[config.mk]
export PLATFORM = sky130hd
export DESIGN_NAME = program_loader
export DESIGN_NICKNAME = d
export VERILOG_FILES = /design/src/rtl/program_loader.sv
export SDC_FILE = /design/constraint.sdc
export NUM_CORES = 1
export LEC_CHECK = 0
export BUFFER_PORTS_ARGS = -buffer_cell sky130_fd_sc_hd__buf_2
export CAP_MARGIN = 20
export CORE_ASPECT_RATIO = 1.5
export CORE_UTILIZATION = 45
export CTS_CLUSTER_DIAMETER = 60
export DETAILED_ROUTE_END_ITERATION = 16
export GPL_TIMING_DRIVEN = 0
export REMOVE_ABC_BUFFERS = 1
export SLEW_MARGIN = 20
export SYNTH_ARGS = -nofsm -noshare
export SYNTH_HDL_FRONTEND = slang
export SYNTH_SLANG_ARGS = --single-unit
export TNS_END_PERCENT = 30
[constraint.sdc]
create_clock -name clk -period 2.9 [get_ports clk]
set_clock_uncertainty 0.05 [all_clocks]
set_input_delay 0.58 -clock clk [delete_from_list [all_inputs] [get_ports clk]]
set_output_delay 0.58 -clock clk [all_outputs]
set_load 0.01 [all_outputs]
[src/rtl/program_loader.sv]
// Framed byte-stream boot loader: parses sync/address/length/payload/checksum,
// writes payload bytes into program memory and holds the core in reset until a good frame lands.
module program_loader #(
    parameter int MAX_BYTES    = 4096,
    parameter int IDLE_TIMEOUT = 65535
) (
    input  logic        clk,
    input  logic        reset,
    input  logic        rx_valid,
    input  logic [7:0]  rx_data,
    output logic        rx_ready,
    output logic [31:0] write_address,
    output logic [7:0]  write_data,
    output logic        write_enable,
    output logic        cpu_reset_n,
    output logic        load_busy,
    output logic        load_done,
    output logic        load_error,
    output logic [1:0]  error_code
);

    typedef enum logic [2:0] {
        S_IDLE, S_ADDR, S_LEN, S_PAYLOAD, S_CHECK, S_DONE, S_ERROR
    } state_t;

    localparam logic [7:0]  SYNC_BYTE  = 8'hA5;
    localparam logic [31:0] LEN_LIMIT  = 32'(MAX_BYTES);
    localparam logic [31:0] TIMER_LAST = 32'(IDLE_TIMEOUT - 1);

    state_t      r_state, w_state_next;
    logic        r_rx_ready;
    logic [1:0]  r_hdr_cnt, w_hdr_cnt_next;
    logic [31:0] r_addr, w_addr_next;
    logic [31:0] r_len, w_len_next;
    logic [31:0] r_idx, w_idx_next;
    logic [7:0]  r_sum, w_sum_next;
    logic [31:0] r_timer, w_timer_next;
    logic [1:0]  r_err_code, w_err_code_next;
    logic        r_we, w_we_next;
    logic [31:0] r_waddr, w_waddr_next;
    logic [7:0]  r_wdata, w_wdata_next;

    logic        w_accept;
    logic        w_in_frame;
    logic [31:0] w_len_full;

    assign w_accept   = rx_valid & r_rx_ready;
    assign w_in_frame = (r_state == S_ADDR) || (r_state == S_LEN) ||
                        (r_state == S_PAYLOAD) || (r_state == S_CHECK);
    // Header fields arrive little-endian, so each new byte shifts in from the top.
    assign w_len_full = {rx_data, r_len[31:8]};

    always_comb begin
        w_state_next    = r_state;
        w_hdr_cnt_next  = r_hdr_cnt;
        w_addr_next     = r_addr;
        w_len_next      = r_len;
        w_idx_next      = r_idx;
        w_sum_next      = r_sum;
        w_timer_next    = r_timer;
        w_err_code_next = r_err_code;
        w_we_next       = 1'b0;
        w_waddr_next    = r_waddr;
        w_wdata_next    = r_wdata;

        unique case (r_state)
            S_IDLE, S_DONE, S_ERROR: begin
                if (w_accept && rx_data == SYNC_BYTE) begin
                    w_state_next    = S_ADDR;
                    w_hdr_cnt_next  = 2'd0;
                    w_err_code_next = 2'b00;
                    w_timer_next    = 32'd0;
                    w_sum_next      = 8'd0;
                    w_idx_next      = 32'd0;
                end
            end
            S_ADDR: begin
                if (w_accept) begin
                    w_addr_next    = {rx_data, r_addr[31:8]};
                    w_hdr_cnt_next = r_hdr_cnt + 2'd1;
                    if (r_hdr_cnt == 2'd3) begin
                        w_state_next = S_LEN;
                    end
                end
            end
            S_LEN: begin
                if (w_accept) begin
                    w_len_next     = w_len_full;
                    w_hdr_cnt_next = r_hdr_cnt + 2'd1;
                    if (r_hdr_cnt == 2'd3) begin
                        if (w_len_full > LEN_LIMIT) begin
                            w_state_next    = S_ERROR;
                            w_err_code_next = 2'b01;
                        end else if (w_len_full == 32'd0) begin
                            w_state_next = S_CHECK;
                        end else begin
                            w_state_next = S_PAYLOAD;
                        end
                    end
                end
            end
            S_PAYLOAD: begin
                if (w_accept) begin
                    w_we_next    = 1'b1;
                    w_waddr_next = r_addr + r_idx;
                    w_wdata_next = rx_data;
                    w_sum_next   = r_sum + rx_data;
                    w_idx_next   = r_idx + 32'd1;
                    if (r_idx == r_len - 32'd1) begin
                        w_state_next = S_CHECK;
                    end
                end
            end
            S_CHECK: begin
                if (w_accept) begin
                    if (rx_data == r_sum) begin
                        w_state_next = S_DONE;
                    end else begin
                        w_state_next    = S_ERROR;
                        w_err_code_next = 2'b10;
                    end
                end
            end
            default: w_state_next = S_IDLE;
        endcase

        // Idle watchdog only runs inside a frame; any accepted byte restarts it.
        if (w_in_frame) begin
            if (w_accept) begin
                w_timer_next = 32'd0;
            end else if (r_timer == TIMER_LAST) begin
                w_state_next    = S_ERROR;
                w_err_code_next = 2'b11;
            end else begin
                w_timer_next = r_timer + 32'd1;
            end
        end
    end

    always_ff @(posedge clk) begin
        if (reset) begin
            r_state    <= S_IDLE;
            r_rx_ready <= 1'b0;
            r_hdr_cnt  <= 2'd0;
            r_addr     <= 32'd0;
            r_len      <= 32'd0;
            r_idx      <= 32'd0;
            r_sum      <= 8'd0;
            r_timer    <= 32'd0;
            r_err_code <= 2'b00;
            r_we       <= 1'b0;
            r_waddr    <= 32'd0;
            r_wdata    <= 8'd0;
        end else begin
            r_state    <= w_state_next;
            r_rx_ready <= 1'b1;
            r_hdr_cnt  <= w_hdr_cnt_next;
            r_addr     <= w_addr_next;
            r_len      <= w_len_next;
            r_idx      <= w_idx_next;
            r_sum      <= w_sum_next;
            r_timer    <= w_timer_next;
            r_err_code <= w_err_code_next;
            r_we       <= w_we_next;
            r_waddr    <= w_waddr_next;
            r_wdata    <= w_wdata_next;
        end
    end

    assign rx_ready      = r_rx_ready;
    assign write_enable  = r_we;
    assign write_address = r_waddr;
    assign write_data    = r_wdata;
    assign cpu_reset_n   = (r_state == S_DONE);
    assign load_busy     = w_in_frame;
    assign load_done     = (r_state == S_DONE);
    assign load_error    = (r_state == S_ERROR);
    assign error_code    = r_err_code;

endmodule

# Word level (Yosys, flattened, before mapping)
# Index checks and enable logic that the tools add are counted.
dict set report word_totals {
  register_bits 185
  inputBits 11
  out_inout_bits 48
  word_cells 92
}
dict set report op_classes {
  add_sub_neg 6
  n_lt_le_gt_ge 1
  eq_ne 14
  muxes 41
  bitwise 2
  n_reduce_logical 16
}
# cell count
set op_table {}
lappend op_table {{32-bit 2-to-1 mux} 7}
lappend op_table {{32-bit by 1-bit adder with 32-bit output (second input constant)} 2}
lappend op_table {{32-bit case mux with 2 select lines} 1}
lappend op_table {{3-bit 2-to-1 mux} 13}
lappend op_table {{32-bit adder} 1}
lappend op_table {{32-bit by 16-bit == test with 1-bit output (second input constant)} 1}
lappend op_table {{32-bit == test} 1}
lappend op_table {{32-bit by 13-bit greater-than comparator with 1-bit output (second input constant)} 1}
lappend op_table {{32-bit logical NOT} 1}
lappend op_table {{32-bit by 1-bit subtractor with 32-bit output (second input constant)} 1}
lappend op_table {{2-bit 2-to-1 mux} 12}
lappend op_table {{8-bit 2-to-1 mux} 2}
lappend op_table {{8-bit case mux with 2 select lines} 1}
lappend op_table {{3-bit case mux with 5 select lines} 1}
lappend op_table {{3-bit == test (second input constant)} 3}
lappend op_table {{8-bit adder} 1}
lappend op_table {{8-bit == test} 1}
lappend op_table {{8-bit == test (second input constant)} 1}
lappend op_table {{3-bit by 2-bit == test with 1-bit output (second input constant)} 2}
lappend op_table {{2-bit case mux with 3 select lines} 1}
lappend op_table {{2-bit AND reduction} 3}
lappend op_table {{3-bit AND reduction} 2}
lappend op_table {{2-bit inequality test (second input constant)} 2}
lappend op_table {{2-bit case mux with 2 select lines} 1}
lappend op_table {{other kinds (13)} 18}

# Logic depth before layout (Yosys ltp)
# Gate-level depths: netlist (run 1).
dict set report depth {
  depth_word 9
  depth_mapped 12
  mapped_depth_nobuf 12
}

# Worst setup path after synthesis (run 1)
# No wires, ideal clock.
dict set report synth_timing {
  path_kind {reg-to-reg}
  from {register r_idx[0]}
  to {register r_waddr[28] (netlist: write_address[28])}
  setup_time_ns 0.117
  arrival_time_ns 2.858
  required_ns 2.733
  setup_slack_ns -0.125
  path_stages_with_launch 13
  path_buffers 0
  synth_period_minus_slack_ns 3.025
  cell_sequence {dfxtp_1 > ha_1 > inv_1 > fa_1 > nand2b_1 > a2111oi_0 > o21ai_0 > and4_1 > o31ai_1 > o211ai_1 > nand2b_1 > xor2_1 > a22o_1}
}
dict set report synth_between {
  elab_chain_len 1
}
# item line
set synth_lines {}
lappend synth_lines {{start, declared} 35} ;# logic [31:0] r_idx, w_idx_next;
lappend synth_lines {{start signal, assigned} 160} ;# r_idx <= w_idx_next;
lappend synth_lines {{32-bit adder} 105} ;# w_waddr_next = r_addr + r_idx;
lappend synth_lines {{end signal, assigned} 165} ;# r_waddr <= w_waddr_next;
lappend synth_lines {{end, declared} 40} ;# logic [31:0] r_waddr, w_waddr_next;
# Every way passes these cells.
# A chain may end at the register's enable or synchronous reset.

# Worst setup path after layout (run 1)
dict set report layout_timing {
  from {register r_len[9]}
  to {register r_state[1]}
}
dict set report layout_between {
  elab_chain_len 9
  word_cells_on_any_way 14
  cone_classes {1 x add/sub; 1 x order compare; 1 x eq/ne; 10 x mux; 1 x reduce/logical}
}
# item line
set layout_lines {}
lappend layout_lines {{start, declared} 34} ;# logic [31:0] r_len, w_len_next;
lappend layout_lines {{start signal, assigned} 159} ;# r_len <= w_len_next;
lappend layout_lines {{branches (longest 5 deep; another with 32-bit by 1-bit subtractor with 32-bit output)} --}
lappend layout_lines {{3-bit case mux with 5 select lines *} 66} ;# unique case (r_state)
lappend layout_lines {{3-bit 2-to-1 mux} 131} ;# end else if (r_timer == TIMER_LAST) begin
lappend layout_lines {{3-bit 2-to-1 mux} 129} ;# if (w_accept) begin
lappend layout_lines {{3-bit 2-to-1 mux *} 128} ;# if (w_in_frame) begin
lappend layout_lines {{end signal, assigned} 155} ;# r_state <= w_state_next;
lappend layout_lines {{end, declared} 30} ;# state_t r_state, w_state_next;
# Mark *: on every way between the ends.

==> results of run 1 <==
[stage by stage]
| step | hold slack (ps) | power [mW] | area (sq um) | instances |
|---|---|---|---|---|
| 2_1_floorplan | 379.5 | 2.631 | 10080 | 1278 |
| 3_3_place_gp | 384.4 | 2.697 | 10720 | 1612 |
| 3_5_place_dp | 390.8 | 2.705 | 10890 | 1626 |
| 4_1_cts | 359.7 | 5.009 | 11820 | 1675 |
| 5_1_grt | 362.4 | 5.116 | 11930 | 1677 |
| 6_report | 374.8 | 4.943 | 11930 | 1677 |
[sequential cells by signal, indices dropped and copies added (netlist names)]
name	count
r_state	3
r_timer	32
error_code	2
write_address	32
r_addr	32
write_enable	1
write_data	8
rx_ready	1
r_idx	32
r_len	32
r_hdr_cnt	2
r_sum	8
[layout make-up]
cell class                      instances  area (sq um)
Clock buffer                           17         425.4
Clock inverter                         15         150.1
Fill cell                            2236         10540
Inverter                               27         101.3
Multi-Input combinational cell       1066          6575
Sequential cell                       185          3725
Tap cell                              276         345.3
Timing Repair Buffer                   91         606.8
[where the power goes]
part / total [mW] / switching (mW) / leakage [nW] / internal, mW
Clock: 2.30 / 1.15 / 0.286 / 1.15
Combinational: 0.106 / 0.0823 / 2.81 / 0.0236
Sequential: 2.54 / 0.000505 / 1.50 / 2.54
[worst max-delay path, cell delays in order, from the launching register on]
cell,delay (ps)
dfxtp_4,350
or4_4,550
buf_12,150
nor4b_4,270
buf_4,170
buf_4,120
buf_4,140
nand4_1,100
xnor2_1,160
nor2_1,120
nand4_1,250
or4_1,560
nand3_1,100
nand2_1,60
[worst min path at each step]
stage | endpoint | slack [ps]
floorplan | r_sum[0] | 380
global placement | write_address[29] | 380
detailed placement | write_address[29] | 390
CTS | r_len[30] | 360
global route | r_len[30] | 360
finish | r_len[30] | 370
[cells in the final DEF (no fill, tap or decap), types with 41 or more instances in the layout]
master and count:
buf_2 59, dfxtp_1 172, nand3_1 43, nor2_1 110, xnor2_1 47, xor2_1 53, nand2_1 251, ha_1 41
a21oi_1 152, o21ai_0 41
[what timing repair did]
item | in CTS | in global routing
hold endpoints to repair | 0 | 0
setup buffers | 18 | 2
resized for setup | 51 | 21
pin swaps | 17 | 5
endpoints found under the setup margin | 63 | 46
cloned | 0 | 0
[cell usage after synthesis (4+ instances only)]
cell type | instances | share of area
a31oi_1 | 20 | 0.012
and4_1 | 6 | 0.0051
o21bai_1 | 9 | 0.0065
nand2_1 | 254 | 0.092
and2_1 | 8 | 0.0048
nor4_1 | 17 | 0.010
a22oi_1 | 4 | 0.0029
inv_1 | 26 | 0.0094
xnor2_1 | 49 | 0.041
or4_1 | 12 | 0.0087
nand2b_1 | 11 | 0.0066
dfxtp_1 | 185 | 0.36
nand3b_1 | 5 | 0.0036
o21ai_0 | 45 | 0.022
a21o_1 | 12 | 0.0087
nor2_1 | 111 | 0.040
xor2_1 | 53 | 0.045
ha_1 | 43 | 0.052
o21a_1 | 6 | 0.0043
or3_1 | 26 | 0.016
clkbuf_1 | 57 | 0.021
and3_1 | 18 | 0.011
nor3_1 | 31 | 0.015
nor2b_1 | 7 | 0.0042
nand3_1 | 43 | 0.021
a21oi_1 | 155 | 0.075
buf_2 | 4 | 0.0019
mux2_2 | 4 | 0.0043
mux2i_1 | 6 | 0.0058
o31ai_1 | 6 | 0.0043
o211ai_1 | 8 | 0.0058
a211oi_1 | 8 | 0.0058
or2_1 | 4 | 0.0024
nand4_1 | 31 | 0.019
[cells by family (layout without fill, tap and decap cells)]
family          Yosys count  in the layout  share of synthesized area
compound gates          307            307                     0.1769
mux                      11             11                    0.01123
simple gates            601            601                     0.2755
xor+xnor                102            102                    0.08620
buf+inv                  93            150                    0.03706
flops                   185            185                     0.3574
fa+ha+maj                45             45                    0.05578
[routing by layer]
layer  global-route usage  share of wire  up-vias
met5                    0              0        -
met4              0.09361          0.025        0
met3              0.03424          0.029       45
met2               0.4518           0.52      194
met1               0.2871           0.43     4587
li1                     -              -     4828
==> key figures, run 1 <==
Outcome
  – Status: finished with violations
  – Violated checks: setup timing

Pwr
  – Leak pwr: 4.597 nW
  – Peak VDD IR: 0.0004253 V
  – Pwr dens: 414.4 nW/um^2

Setup path
  – Required @ worst endpoint: 3190 ps
  – Worst Path Max Fanout: 7
  – Setup crit end kind: register
  – Worst R2R Path Depth: 13
  – Worst reg2reg startpoint: r_len[9]
  – Reg2reg end: r_state[1]
  – CP endpoint: r_state[1]
  – Worst Path Arrival: 3560 ps
  – Crit. Startpoint: r_len[9]
  – Critical Path Start Type: register
  – WS Path Type: register to register
  – R2R setup slack: -370 ps

Clock tree
  – Num CTS Buffers: 17
  – Clock tree from TritonCTS: done
  – Htree depth: 4
  – CTS Sinks: 185
  – Max Buffers Root-to-Sink: 2
  – Clk_lat worst skew: 450 ps
  – Clock Pin Slew Worst Setup and Hold Paths: 80 ps
  – CTS Hold Buffers Added: 0
  – Root Buffer: clkbuf_16

Floorplan
  – Die width: 125.9 um
  – Rows: 67
  – Die Ht: 187.9 um
  – I/O pins: 59
  – Core region area: 22470 sq um
  – Die footprint: 23650 sq um
  – Initial Util: 0.4613

Detailed routing
  – Final ANT Viol Nets: 0
  – Via count: 9654
  – Total Wirelength: 28230 um
  – DRT iter0 DRCs: 488
  – Drt wl/cell: 16.83 um
  – Drt drc: 0
  – TritonRoute pass-1 iters: 5
  – Vias/cell: 5.757

Placement
  – Hpwl dp: 20420 um
  – Routability cong.: 0.9195
  – Pre-CTS setup slack: -1155 ps
  – Input/output buffers: 58

GRT
  – Total gr overflow: 0
  – Number of global-route vias before repair: 9189
  – Total global-route track usage: 0.2466
  – Largest net degree at the start of global routing: 76
  – First-pass GRT wire length: 46690 um
  – Initial antenna violation count: 0

Logic synthesis
  – Library cells used by synthesis: 69
  – Syn_area_per_cell: 7.711 sq um
  – Yosys Warn Count: 0
  – Top FF cell, synth: dfxtp_1
  – Post-synth EDFFs: 0
  – Seq/Total Area, Yosys: 0.3574
  – Async S/R FF share, synth: 0
  – Cells after Synth: 1344
  – Post-Syn Area: 10360 sq um
  – #FFs+latches synth: 185

STA
  – Slew headroom: 0.5165
  – Final setup fails: 6
  – Final Hold Vio Count: 0
  – Slew @ Worst Pin: 725.3 ps
  – Slew Limit Fails: 0
  – Fin crit share: 1.127
  – Setup tns final: -839.2 ps
  – F_max: 0.3060 GHz
  – Final Critical Period: 3268 ps
  – RSZ-0062 raised after global routing: true
  – Final WS setup: -367.7 ps

Flow run
  – Max Cap Violations: 0

Finish
  – Layout net count: 1444
  – Area Growth Syn to Fin: 15.10%
  – Fraction of layout cells with a size suffix above 1: 0.1406
  – N_diodes: 0
  – Final core occ: 0.5310

Worst hold path
  – Min-Delay Path Class: primary input to register
  – Worst Hold Launch: rx_data[6]
  – Hold Path Cell Cnt: 3
Note: power is estimated with default switching activity, not from simulation.
==> inputs of run 2 (changes only) <==
Settings changed: CORE_UTILIZATION 45 to 40.
==> run 2 against run 1 <==
Net effect: the run still ends with setup timing left; die area up 12%; cell count up 3.5%; sequential power about the same; cell area up 2.4%; clock-buffer cell count unchanged; highest routed layer unchanged.
==> key figures, run 2 (synthesized netlist as in run 1, its figures left out) <==
Clock tree
  – Clk_lat worst skew: 450 ps
  – Num CTS Buffers: 17
  – Root Buffer: clkbuf_16
  – Max Buffers Root-to-Sink: 2
  – CTS Sinks: 185
  – Htree depth: 4
  – Clock Pin Slew Worst Setup and Hold Paths: 80 ps
  – Clock tree from TritonCTS: done

Finish
  – Fraction of layout cells with a size suffix above 1: 0.1655
  – N_diodes: 0
  – Fill cell count: 2547
  – Layout net count: 1451
  – Multi-input gate area: 6710 sq um
  – Most common cell after layout, fill and taps aside: nand2_1
  – Most frequent cells in the layout: nand2_1, dfxtp_1, a21oi_1
  – FF/Latch Area: 3752 sq um
  – Non-filler cells, final: 1736
  – Area Growth Syn to Fin: 17.92%

GRT
  – Number of global-route vias before repair: 9002
  – First-pass GRT wire length: 46800 um
  – Total gr overflow: 0
  – Initial antenna violation count: 0
  – Largest net degree at the start of global routing: 95
  – Total global-route track usage: 0.2226

Setup path
  – Worst reg2reg startpoint: r_len[0]
  – R2R setup slack: -250 ps
  – Worst R2R Path Depth: 10
  – Worst Path Arrival: 3430 ps
  – Critical Path Start Type: register
  – Setup crit end kind: register
  – WS Path Type: register to register
  – Reg2reg end: r_state[1]
  – Required @ worst endpoint: 3180 ps
  – Worst Path Max Fanout: 5

Worst hold path
  – Min-Delay Endpoint: r_len[30]
  – Hold Path Cell Cnt: 3
  – Worst Hold Launch: rx_data[6]
  – Min-Delay Path Class: primary input to register

Floorplan
  – Die Ht: 199.1 um
  – Core region area: 25230 sq um
  – Die footprint: 26570 sq um
  – Die width: 133.4 um
  – I/O pins: 59
  – Initial Util: 0.4108
  – Rows: 71

STA
  – Final Hold Vio Count: 0
  – Slew @ Worst Pin: 702.1 ps
  – RSZ-0062 raised after global routing: true
  – Final Critical Period: 3147 ps
  – Final setup fails: 3
  – Final WS setup: -247.4 ps
  – Slew headroom: 0.5313
  – Fin crit share: 1.085
  – Worst Hold Slack: 369.9 ps
  – Slew Limit Fails: 0
  – F_max: 0.3177 GHz

Outcome
  – Violated checks: setup timing
  – Status: finished with violations

Detailed routing
  – DR WL met2: 15420 um
  – DRT iter0 DRCs: 512
  – Met1 wire length: 12550 um
  – Drt drc: 0
  – Final ANT Viol Nets: 0
  – Wire length on met3: 585 um
  – TritonRoute pass-1 iters: 5
  – Total Wirelength: 29210 um
  – Vias/cell: 5.584
  – Uppermost routed layer: met4
  – Via count: 9694
  – Drt wl/cell: 16.83 um

Placement
  – Routability cong.: 0.8840
  – Cells after DPL: 1679
  – Hpwl dp: 20840 um
  – Input/output buffers: 58

Flow run
  – Max Cap Violations: 0

Pwr
  – Peak VDD IR: 0.0004253 V
  – Pwr dens: 412.5 nW/um^2
  – Leak pwr: 4.631 nW
==> run 2: cell types whose count changed in the layout (fill, tap and decap cells not counted), sizes merged <==
cell | previous run | this run
bufinv | 0 | 1
clkinv | 8 | 7
buf | 91 | 98
==> run 2: where the power goes <==
| group | leakage [nW] | switching (mW) | internal (mW) | total, mW |
|---|---|---|---|---|
| combinational | 2.83 | 0.0823 | 0.0235 | 0.106 |
| clock | 0.298 | 1.16 | 1.24 | 2.40 |
| sequential | 1.51 | 0.000509 | 2.53 | 2.53 |
==> run 2: worst max-delay path, cell delays in order (launching register included) <==
cell       delay (ps)
dfxtp_2           350
or4_4             590
buf_4             170
or4b_1            520
nand3_2            90
o21ai_2            70
a2111oi_4         370
nand4_1           220
or4_4             450
nand3_1           100
nand2_1            50
==> run 2: layout make-up <==
type | count | share of cell area
multi-input combinational | 1066 | 0.5491
inverter | 27 | 0.008293
sequential | 185 | 0.3071
clock inverter | 15 | 0.01444
tap | 328 | 0.03358
clock buffer | 17 | 0.03481
timing repair buffer | 98 | 0.05273
==> run 2: worst max-delay path by stage <==
stage               startpoint                end  slack, ps  cells past startpoint
floorplan             rx_valid         r_state[0]      -1360                      6
CTS                   r_len[5]         r_state[1]       -280                      9
global placement      rx_valid           r_sum[7]      -3590                      7
global route          r_len[0]         r_state[1]       -340                     10
detailed placement    r_idx[0]  write_address[28]      -1080                     12
finish                r_len[0]         r_state[1]       -250                     10
==> run 2: per-stage QoR <==
stage | cell area (sq um) | power [mW] | setup slack (ps) | TNS (ps) | utilization
global route | 12220 | 5.214 | -339.8 | -1533 | 0.4844
detailed placement | 10970 | 2.705 | -1084 | -37060 | 0.4347
floorplan | 10080 | 2.631 | -1356 | -39630 | -
CTS | 11890 | 5.097 | -284.7 | -2357 | 0.4714
finish | 12220 | 5.041 | -247.4 | -599.7 | 0.4844
global placement | 10780 | 2.696 | -3587 | -373040 | 0.4273
==> run 2: metal layers <==
| metal | track usage | up-vias |
|---|---|---|
| li1 | - | 4856 |
| met5 | 0 | - |
| met4 | 0.08375 | 0 |
| met2 | 0.4107 | 147 |
| met1 | 0.2592 | 4645 |
| met3 | 0.02943 | 46 |
==> run 2: repair_timing <==
item | 4_1_cts | 5_1_grt
pin swaps | 18 | 18
hold buffers | 0 | 0
gates resized for setup | 48 | 63
buffers inserted | 18 | 7
setup endpoints to repair | 59 | 44
==> inputs of run 3 (changes only) <==
Settings changed: CORE_ASPECT_RATIO 1.5 to unset.
==> run 3 against run 2 <==
Net effect: die area is essentially flat; sequential power is essentially flat; sequential share of layout area is essentially flat; routed wire length shrank 0.83%; the flow still finishes with violations (setup timing); total power grew 1.8%; worst setup slack gained 5.7 ps; highest routed layer unchanged.
==> key figures, run 3 (synthesized netlist as in run 1, its figures left out) <==
Outcome
  – Status: finished with violations
  – Violated checks: setup timing

Floorplan
  – Die footprint: 26560 sq um
  – I/O pins: 59
  – Die width: 163.0 um
  – Core region area: 25330 sq um
  – Die Ht: 163.0 um
  – Rows: 58
  – Initial Util: 0.4092

Detailed routing
  – Vias/cell: 5.549
  – Total Wirelength: 28970 um
  – Drt drc: 0
  – Via count: 9688
  – DR WL met2: 12620 um
  – Wire length on met3: 1557 um
  – Drt wl/cell: 16.59 um
  – Final ANT Viol Nets: 0
  – Met1 wire length: 14280 um
  – DRT iter0 DRCs: 723
  – Uppermost routed layer: met4
  – TritonRoute pass-1 iters: 5

GRT
  – Total global-route track usage: 0.2217
  – Total gr overflow: 0
  – Initial antenna violation count: 1
  – Number of global-route vias before repair: 8713
  – Largest net degree at the start of global routing: 63
  – First-pass GRT wire length: 46690 um

Worst hold path
  – Worst Hold Launch: write_address[18]
  – Min-Delay Endpoint: write_address[18]
  – Hold Path Cell Cnt: 2
  – Min-Delay Path Class: register to register

Pwr
  – NetSw: 1.190 mW
  – Sw Share: 0.2319
  – Peak VDD IR: 0.0003321 V
  – PnR Total Power: 5.130 mW
  – Clock Power Share: 0.484
  – Pwr dens: 421.2 nW/um^2
  – Leak pwr: 4.686 nW
  – Flop pwr share: 0.494
  – P_int: 3.940 mW
  – Comb pwr share: 0.023

Setup path
  – R2R setup slack: -240 ps
  – Required @ worst endpoint: 3180 ps
  – Worst R2R Path Depth: 9
  – CP dominant cell by count: or4_4
  – Critical Path Start Type: register
  – Worst reg2reg startpoint: r_len[7]
  – Delay of the slowest cell on the worst path: 570 ps
  – Reg2reg end: r_state[1]
  – Slowest cell on crit path: or4_4
  – Delay-heaviest family, CP: simple AND/OR/NAND/NOR gates
  – Worst Path Max Fanout: 2
  – Setup crit end kind: register
  – Crit. Startpoint: r_len[7]
  – Buf+Inv Stages, Crit Path: 0
  – WS Path Type: register to register
  – Worst Path Arrival: 3420 ps
  – Critical Path, Cell by Cell: or4_4 > or4_4 > nor4_4 > a221oi_2 > a2111oi_4 > nand4_1 > or4_1 > nand3_1 > nand2_1

Clock tree
  – Clock Pin Slew Worst Setup and Hold Paths: 70 ps
  – Htree depth: 4
  – CTS Sinks: 185
  – Num CTS Buffers: 17
  – Clock tree from TritonCTS: done
  – CTS Hold Buffers Added: 0
  – Clk_lat worst skew: 430 ps
  – Root Buffer: clkbuf_16
  – Max Buffers Root-to-Sink: 2

Finish
  – Layout net count: 1460
  – Most common cell after layout, fill and taps aside: nand2_1
  – Area Growth Syn to Fin: 17.54%
  – N_diodes: 0
  – Fraction of layout cells with a size suffix above 1: 0.1568
  – Most frequent cells in the layout: nand2_1, dfxtp_1, a21oi_1

STA
  – Setup tns final: -538.6 ps
  – F_max: 0.3183 GHz
  – Final WS setup: -241.7 ps
  – Worst Hold Slack: 396.3 ps
  – Final setup fails: 3
  – Final Critical Period: 3142 ps
  – RSZ-0062 raised after global routing: true
  – Fin crit share: 1.083
  – Final Hold Vio Count: 0
  – Slew @ Worst Pin: 757.9 ps
  – Slew Limit Fails: 0
  – Slew headroom: 0.4947

Placement
  – Hpwl dp: 20150 um
  – Input/output buffers: 58
  – Pre-CTS setup slack: -1203 ps
  – Routability cong.: 0.9085

Flow run
  – Max Cap Violations: 0
## run 3: changes by cell type in the layout (fill, tap and decap cells not counted), moves of 3 or more
cell,change
ha_1,+6
dfxtp_1,+10
inv_8,-3
ha_4,-5
buf_4,+12
dfxtp_2,-10
## run 3: how the worst max path moves through the flow
| stage | endpoint | slack [ps] | cells after the start |
|---|---|---|---|
| 6_report | r_state[1] | -240 | 9 |
| 5_1_grt | r_state[1] | -330 | 9 |
| 4_1_cts | r_state[1] | -180 | 9 |
| 3_5_place_dp | write_address[28] | -1200 | 12 |
| 3_3_place_gp | error_code[1] | -3370 | 7 |
| 2_1_floorplan | r_state[0] | -1360 | 6 |
## run 3: power groups by stage
stage               logic [mW]  registers (mW)  clock network, mW
detailed placement       0.113            2.60                  0
global route             0.124            2.53               2.65
global placement         0.106            2.60                  0
CTS                      0.114            2.53               2.53
floorplan               0.0323            2.60                  0
finish                   0.116            2.53               2.48
## run 3: area by class of cell
| class | count | area [sq um] |
|---|---|---|
| Multi-Input combinational cell | 1066 | 6620 |
| Inverter | 27 | 101.3 |
| Sequential cell | 185 | 3740 |
| Clock inverter | 13 | 187.7 |
| Fill cell | 2462 | 13150 |
| Clock buffer | 18 | 429.2 |
| Timing Repair Buffer | 107 | 690.7 |
| Tap cell | 330 | 412.9 |
## run 3: repair_timing
action | CTS | global route
pin swaps | 25 | 15
buffers inserted | 22 | 15
gates resized for setup | 59 | 30
endpoints found under the setup margin | 56 | 69
## run 3: tightest hold or removal path, stage by stage (launching register included)
cell and delay, ps:
dfxtp_1 310, nand2_1 50, a21oi_1 50
## run 3: metal layers
| metal | track usage | vias up |
|---|---|---|
| li1 | - | 4857 |
| met1 | 0.3177 | 4556 |
| met2 | 0.3369 | 239 |
| met3 | 0.04074 | 36 |
| met4 | 0.06160 | 0 |
| met5 | 0 | - |
## run 3: metrics by stage
stage / std cells / util / instance area, sq um
2_1_floorplan: 1278 / - / 10080
3_3_place_gp: 1666 / 0.4258 / 10780
3_5_place_dp: 1678 / 0.4316 / 10930
4_1_cts: 1731 / 0.4721 / 11960
5_1_grt: 1746 / 0.4810 / 12180
6_report: 1746 / 0.4810 / 12180
